--- src/rtl/nvdla_csb_slave_bridge.sv ---
// CSB request -> register-bank bridge; strobe 1 cycle after accept, response RD_LAT+2 cycles after accept.
// Request ready is credit-gated by outstanding responses, so the response FIFO absorbs xx2csb_resp_ready stalls.
module nvdla_csb_slave_bridge #(
   parameter int ADDR_W    = 10,
   parameter int NUM_REGS  = 32,
   parameter int RD_LAT    = 0,
   parameter int RSP_DEPTH = 2
) (
   input  logic                nvdla_core_clk,
   input  logic                nvdla_core_rstn,
   input  logic                csb2xx_req_pvld,
   output logic                csb2xx_req_prdy,
   input  logic [62:0]         csb2xx_req_pd,
   output logic                xx2csb_resp_valid,
   input  logic                xx2csb_resp_ready,
   output logic [33:0]         xx2csb_resp_pd,
   output logic [ADDR_W+1:0]   reg_offset,
   output logic                reg_wr_en,
   output logic [3:0]          reg_wr_be,
   output logic [31:0]         reg_wr_data,
   output logic                reg_rd_en,
   input  logic [31:0]         reg_rd_data,
   output logic [7:0]          err_cnt
);

   localparam int OCC_W = $clog2(RSP_DEPTH + 1);
   localparam int PTR_W = (RSP_DEPTH > 1) ? $clog2(RSP_DEPTH) : 1;

   typedef struct packed {
      logic        typ;
      logic        err;
      logic [31:0] rdata;
   } rsp_t;

   logic              req_accept;
   logic              req_needs_rsp;
   logic              req_vld;
   logic [ADDR_W-1:0] req_addr;
   logic [31:0]       req_wdat;
   logic              req_write;
   logic              req_nposted;
   logic [3:0]        req_be;
   logic              in_range;
   logic              iss_vld;
   logic              iss_err;
   logic              push_vld;
   logic              push_err;
   logic              push_typ;
   rsp_t              push_rsp;
   logic              pop;
   logic [OCC_W-1:0]  occ;
   logic [OCC_W-1:0]  cnt;
   logic [PTR_W-1:0]  wr_ptr;
   logic [PTR_W-1:0]  rd_ptr;
   rsp_t              mem [RSP_DEPTH];
   logic              unused_pd;

   // srcpriv, level and address bits above the decoded window are ignored
   assign unused_pd = ^{csb2xx_req_pd[62:61], csb2xx_req_pd[56], csb2xx_req_pd[21:ADDR_W]};

   assign csb2xx_req_prdy = (occ < OCC_W'(RSP_DEPTH));
   assign req_accept      = csb2xx_req_pvld & csb2xx_req_prdy;
   assign req_needs_rsp   = ~csb2xx_req_pd[54] | csb2xx_req_pd[55];

   always_ff @(posedge nvdla_core_clk or negedge nvdla_core_rstn) begin
      if (!nvdla_core_rstn) begin
         req_vld     <= 1'b0;
         req_addr    <= '0;
         req_wdat    <= '0;
         req_write   <= 1'b0;
         req_nposted <= 1'b0;
         req_be      <= '0;
      end else begin
         req_vld <= req_accept;
         if (req_accept) begin
            req_addr    <= csb2xx_req_pd[ADDR_W-1:0];
            req_wdat    <= csb2xx_req_pd[53:22];
            req_write   <= csb2xx_req_pd[54];
            req_nposted <= csb2xx_req_pd[55];
            req_be      <= csb2xx_req_pd[60:57];
         end
      end
   end

   assign in_range    = (32'(req_addr) < NUM_REGS[31:0]);
   assign reg_offset  = {req_addr, 2'b00};
   assign reg_wr_be   = req_be;
   assign reg_wr_data = req_wdat;
   assign reg_wr_en   = req_vld & req_write & in_range;
   assign reg_rd_en   = req_vld & ~req_write & in_range;
   assign iss_vld     = req_vld & (~req_write | req_nposted);
   assign iss_err     = ~in_range;

   always_ff @(posedge nvdla_core_clk or negedge nvdla_core_rstn) begin
      if (!nvdla_core_rstn) begin
         err_cnt <= '0;
      end else if (req_vld && !in_range && err_cnt != 8'hFF) begin
         err_cnt <= err_cnt + 8'd1;
      end
   end

   // Every response rides the read-latency pipe so write/error responses keep request order
   generate
      if (RD_LAT == 0) begin : g_nopipe
         assign push_vld = iss_vld;
         assign push_err = iss_err;
         assign push_typ = req_write;
      end else begin : g_pipe
         logic [RD_LAT-1:0][2:0] sh;
         always_ff @(posedge nvdla_core_clk or negedge nvdla_core_rstn) begin
            if (!nvdla_core_rstn) begin
               sh <= '0;
            end else begin
               sh[0] <= {iss_vld, iss_err, req_write};
               for (int i = 1; i < RD_LAT; i++) begin
                  sh[i] <= sh[i-1];
               end
            end
         end
         assign {push_vld, push_err, push_typ} = sh[RD_LAT-1];
      end
   endgenerate

   assign push_rsp.typ   = push_typ;
   assign push_rsp.err   = push_err;
   assign push_rsp.rdata = (push_typ | push_err) ? 32'h0 : reg_rd_data;

   function automatic logic [PTR_W-1:0] ptr_nxt(input logic [PTR_W-1:0] p);
      return (p == PTR_W'(RSP_DEPTH - 1)) ? '0 : p + 1'b1;
   endfunction

   assign xx2csb_resp_valid = (cnt != '0);
   assign xx2csb_resp_pd    = xx2csb_resp_valid ? mem[rd_ptr] : '0;
   assign pop               = xx2csb_resp_valid & xx2csb_resp_ready;

   always_ff @(posedge nvdla_core_clk) begin
      if (push_vld) begin
         mem[wr_ptr] <= push_rsp;
      end
   end

   always_ff @(posedge nvdla_core_clk or negedge nvdla_core_rstn) begin
      if (!nvdla_core_rstn) begin
         wr_ptr <= '0;
         rd_ptr <= '0;
         cnt    <= '0;
         occ    <= '0;
      end else begin
         if (push_vld) wr_ptr <= ptr_nxt(wr_ptr);
         if (pop)      rd_ptr <= ptr_nxt(rd_ptr);
         if (push_vld && !pop)      cnt <= cnt + 1'b1;
         else if (!push_vld && pop) cnt <= cnt - 1'b1;
         if (req_accept && req_needs_rsp && !pop)      occ <= occ + 1'b1;
         else if (!(req_accept && req_needs_rsp) && pop) occ <= occ - 1'b1;
      end
   end

   // Credits bound FIFO fill; a push into a full FIFO means the credit loop is broken
   always_ff @(posedge nvdla_core_clk) begin
      if (nvdla_core_rstn) begin
         rsp_no_overflow: assert (!(push_vld && !pop && cnt == OCC_W'(RSP_DEPTH)));
      end
   end

endmodule
--- config.mk ---
export PLATFORM = sky130hd
export DESIGN_NAME = nvdla_csb_slave_bridge
export DESIGN_NICKNAME = d
export VERILOG_FILES = /design/src/rtl/nvdla_csb_slave_bridge.sv
export SDC_FILE = /design/constraint.sdc
export NUM_CORES = 1
export LEC_CHECK = 0
export ABC_AREA = 1
export BUFFER_PORTS_ARGS = -buffer_cell sky130_fd_sc_hd__buf_2
export CORE_MARGIN = 2
export CORE_UTILIZATION = 24
export DETAILED_ROUTE_END_ITERATION = 10
export PLACE_DENSITY = 0.49
export SETUP_SLACK_MARGIN = 0.3
export SLEW_MARGIN = 20
export SYNTH_ARGS = -nofsm -noshare
export SYNTH_HDL_FRONTEND = slang
export SYNTH_SLANG_ARGS = --single-unit
--- constraint.sdc ---
create_clock -name nvdla_core_clk -period 7.8 [get_ports nvdla_core_clk]
set_clock_uncertainty 0.2 [all_clocks]
set_input_delay 1.95 -clock nvdla_core_clk [delete_from_list [all_inputs] [get_ports nvdla_core_clk]]
set_output_delay 1.95 -clock nvdla_core_clk [all_outputs]
set_load 0.005 [all_outputs]
; ---- Yosys cells after proc, flatten, opt, wreduce, memory -nomap -nowiden
; Memory sizes are Yosys's and may differ from the RTL's.
; Cells that the tools add are included.
[op_classes]
add_sub_neg = 7
magnitude_cmp = 2
eq_ne = 1
n_mux = 10
bitwise_logic = 13
reduce_logical = 14
[ops]
columns = operator, n
row1 = 2-to-1 mux 34 bit, 1
row2 = 2-to-1 mux 32 bit, 1
row3 = "less-than comparator 10 x 6 -> 1 bit, second input constant", 1
row4 = "adder 8 x 1 -> 8 bit, second input constant", 1
row5 = 2-to-1 mux 2 bit, 4
row6 = "!= test 8 bit, second input constant", 1
row7 = AND 1 bit, 7
row8 = logical AND 1 bit, 7
row9 = nonzero test 2 bit, 3
row10 = "adder 2 x 1 -> 2 bit, second input constant", 2
row11 = zero test 1 bit, 4
row12 = 2-to-1 mux 1 bit, 4
row13 = "subtractor 2 x 1 -> 2 bit, second input constant", 2
row14 = NOT 1 bit, 3
row15 = bitwise OR 1 bit, 3
row16 = "adder 1 bit, second input constant", 2
row17 = "less-than comparator 2 bit, second input constant", 1
[word_totals]
reg_bits = 63
ramBits = 68
inputBits = 99
out_inout_bits = 94
word_cells = 59
memories = 1
[memory_table]
columns = memory, words, width, rd, rd_clocked_by_memory_dff, write_ports, line_no
row1 = mem, 2, 34, 1, 0, 1, 55  ; rsp_t mem [RSP_DEPTH];

; ---- Logic depth before layout (Yosys ltp)
[depth]
ltp_word = 7
ltp_mapped = 9

; ---- Worst setup path after synthesis
; OpenSTA, ideal clock, no wires.
[synth_path]
path_kind = input to register
from = input csb2xx_req_pvld
to = register occ[1]
setup_ps = 131
t_arrival_ps = 2929
setup_slack_ps = 4540
stages = 7
n_path_buf = 1
cell_sequence = nand2_1 > buf_4 > o21ai_0 > ha_1 > a21oi_1 > o21ai_0 > xor2_1
[synth_between]
elab_chain_cells = 5
[synth_rtl]
columns = element, line_no
row1 = start: declaration, 11  ; input logic csb2xx_req_pvld,
row2 = AND 1 bit (*), 62  ; assign req_accept = csb2xx_req_pvld & csb2xx_req_prdy;
row3 = logical AND 1 bit (*), "153, 154"
row4 = zero test 1 bit, 154  ; else if (!(req_accept && req_needs_rsp) && pop) occ <= occ - 1'b1;
row5 = logical AND 1 bit, 154
row6 = nonzero test 2 bit (no source line), --
row7 = end signal: assignment, 153  ; if (req_accept && req_needs_rsp && !pop) occ <= occ + 1'b1;
row8 = end signal: assignment, 154
row9 = end: declaration, 51  ; logic [OCC_W-1:0] occ;
; Every way passes the cells marked *; elsewhere a longest branch is shown, timed or not.
; A chain may end at the register's enable or synchronous reset.

; ---- Final worst setup path
[layout_path]
from = register rd_ptr
to = output xx2csb_resp_pd[26]
[layout_between]
elab_chain_cells = 2
[layout_rtl]
columns = element, line_no
row1 = start: declaration, 54  ; logic [PTR_W-1:0] rd_ptr;
row2 = start signal: assignment, 150  ; if (pop) rd_ptr <= ptr_nxt(rd_ptr);
row3 = memory read (2 x 34 bit), --
row4 = 2-to-1 mux 34 bit, 133  ; assign xx2csb_resp_pd = xx2csb_resp_valid ? mem[rd_ptr] : '0;
row5 = end: declaration, 16  ; output logic [33:0] xx2csb_resp_pd,
; No other way between the ends.

==> results.json <==
{
  "insertion_delay_ps": 400,
  "drt-initial-drc-count": 221,
  "dpl.cell_count": 1007,
  "endpoint_kind": "output pin",
  "p_per_area_mw_per_mm2": 381.0,
  "antenna_found_initial": 1,
  "crit_required_ps": 5650,
  "vdd_ir_drop_max_uv": 154.9,
  "yosysWarnings": 0,
  "post-route-util": 0.3210,
  "relSlewSlack": 0.4290,
  "setup_viol": 0,
  "dp_hpwl_mm": 9.042,
  "timing.final.hold_violations": 0,
  "dr.pass1.iters": 5,
  "syn_avg_cell_area_um2": 9.706,
  "fin_cells": 1040,
  "use_met2": 0.1939,
  "crit_path_start_kind": "register",
  "yosysMostFrequentCell": "nand2_1",
  "gr-usage-all-layers": 0.1211,
  "route.vias.total": 4161,
  "cts_buffers": 17,
  "synth_edf_count": 68,
  "setup_tns_ps": 0,
  "die-area_mm2": 0.02407,
  "synth_seq_area_share": 0.6598,
  "wire_per_inst_um": 13.70,
  "grt-ovfl-total": 0,
  "port_buffers": 175,
  "num_rows": 55,
  "clk_path_buf_depth": 2,
  "slew_violations": 0,
  "power.total_uw": 2752,
  "ys.flop_type": "edfxtp_1",
  "synth_common_cells": "nand2_1, edfxtp_1, dfrtp_1",
  "place_congestion": 0.7068,
  "vias_per_cell": 4.001,
  "ys_ff_latch": 131,
  "drc": 0,
  "drive_above_1_share": 0.2984,
  "synth_area_leaders": "edfxtp_1, dfrtp_1, nand2_1",
  "hold_ws_ps": 269.5,
  "layout_min_cycle_time_ps": 4259,
  "rsz0062_at_grt": "false",
  "outcome": "complete, no violations",
  "tightest_slew_ps": 855.3,
  "met1_usage": 0.1482,
  "path_clk_slew_ps": 60,
  "drv_cap": 0,
  "syn_area_mm2": 0.005484,
  "timing.final.crit_share": 0.5461,
  "yosysTopAreaCell": "edfxtp_1",
  "die_w_um": 155.2,
  "critPathKind": "register to output pin",
  "grt_max_degree": 64,
  "cts_tree": "yes",
  "clock.fmax_mhz": 234.8,
  "synth_cell_type_count": 25,
  "cts-root-buf": "clkbuf_16",
  "post_cts_buffers": 0,
  "hp-class": "register to register",
  "top_usage_layer": "met2",
  "grt_pass1_vias": 4155,
  "final_nets": 843,
  "cts_resized": 0,
  "grt_pass1_wl_mm": 22.36,
  "gr-usage-met3": 0.05153,
  "synth_cells": 565,
  "io-pin-count": 193,
  "p_leak_uw": 0.003603,
  "syn2layout_area_growth_pct": 31.71,
  "clkSinkCount": 131,
  "wirelength_mm": 14.25,
  "die_h_um": 155.2,
  "async_reset_ff_frac": 0.4809,
  "htreeDepth": 4,
  "initial_core_util": 0.2437,
  "worst-path-max-fanout": 35,
  "synth_top_cell_area_share": 0.3723,
  "cts_hold_buf": 0,
  "worstPathArrival_ps": 2110,
  "coreArea_mm2": 0.02250,
  "antenna_left": 0
}
## layout make-up
| class | count | area (um2) |
|---|---|---|
| Sequential cell | 131 | 3618 |
| Clock buffer | 17 | 425.4 |
| Tap cell | 285 | 356.6 |
| Multi-Input combinational cell | 360 | 1549 |
| Antenna cell | 1 | 2.502 |
| Inverter | 50 | 187.7 |
| Timing Repair Buffer | 181 | 940.9 |
| Fill cell | 2376 | 15280 |
| Clock inverter | 15 | 142.6 |
## critical path, cell delays in order, from the launching register on
cell and delay, ps:
dfrtp_1 350, buf_4 270, inv_2 600, nand2_1 100, a21oi_1 210, buf_2 150
## placed cells by master, fill, tap and decap left out, drive strengths merged
cell type    n
nand2      248
buf        181
edfxtp      68
dfrtp       63
inv         50
nor2        46
a21oi       36
clkbuf      17
clkinv       9
o21ai        8
xor2         6
nand3        5
clkinvlp     4
ha           3
nand4        3
xnor2        2
conb         2
bufinv       2
diode        1
nor3         1
## flip-flops by register name, summed over array words and instances, names as in the netlist, 2 cells and up
signal and flops:
occ 2, reg_wr_data 32, err_cnt 8, req_addr 10
cnt 2, mem 68, reg_wr_be 4
## final timing paths
path                                             start                           to  slack [ps]  cells past startpoint
max in group asynchronous              nvdla_core_rstn  reg_wr_data[11]$_DFFE_PN0P_        5320                      2
min reg2reg                reg_wr_data[14]$_DFFE_PN0P_  reg_wr_data[14]$_DFFE_PN0P_         270                      2
min in group asynchronous              nvdla_core_rstn     reg_wr_be[0]$_DFFE_PN0P_        1530                      2
max                                 rd_ptr$_DFFE_PN0P_           xx2csb_resp_pd[26]        3540                      5
min                        reg_wr_data[14]$_DFFE_PN0P_  reg_wr_data[14]$_DFFE_PN0P_         270                      2
max reg2reg                         occ[1]$_DFFE_PN0P_           occ[1]$_DFFE_PN0P_        4970                     10
## kinds of logic (layout without fill, tap and decap cells)
group                    count (synthesis)  count (layout)  share of synthesized area
flip-flops                             131             131                     0.6598
AO/OA/AOI/OAI                           44              44                    0.04015
AND/OR/NAND/NOR                        303             303                     0.2186
XOR/XNOR                                 8               8                    0.01278
other                                    1               3                  0.0006838
adder cells (fa/ha/maj)                  3               3                   0.006845
buffers and inverters                   75             263                    0.06115
## layer usage
metal / vias up / share of wire / wire (um)
li1: 2118 / - / -
met1: 1885 / 0.45 / 6367
met2: 148 / 0.45 / 6458
met3: 8 / 0.091 / 1300
met4: 2 / 0.0075 / 107
met5: - / 0.0011 / 16
## per-stage QoR
| stage | cell area, um2 | setup slack [ps] |
|---|---|---|
| 2_1_floorplan | 5488 | 4540 |
| 3_3_place_gp | 6625 | 3306 |
| 3_5_place_dp | 6653 | 3270 |
| 4_1_cts | 7221 | 3468 |
| 5_1_grt | 7221 | 3291 |
| 6_report | 7223 | 3541 |
## power breakdown
part           switching, uW  internal (uW)
Combinational            561            345
Clock                    298            466
Sequential               111            971
Note: power is estimated with default switching activity, not from simulation.
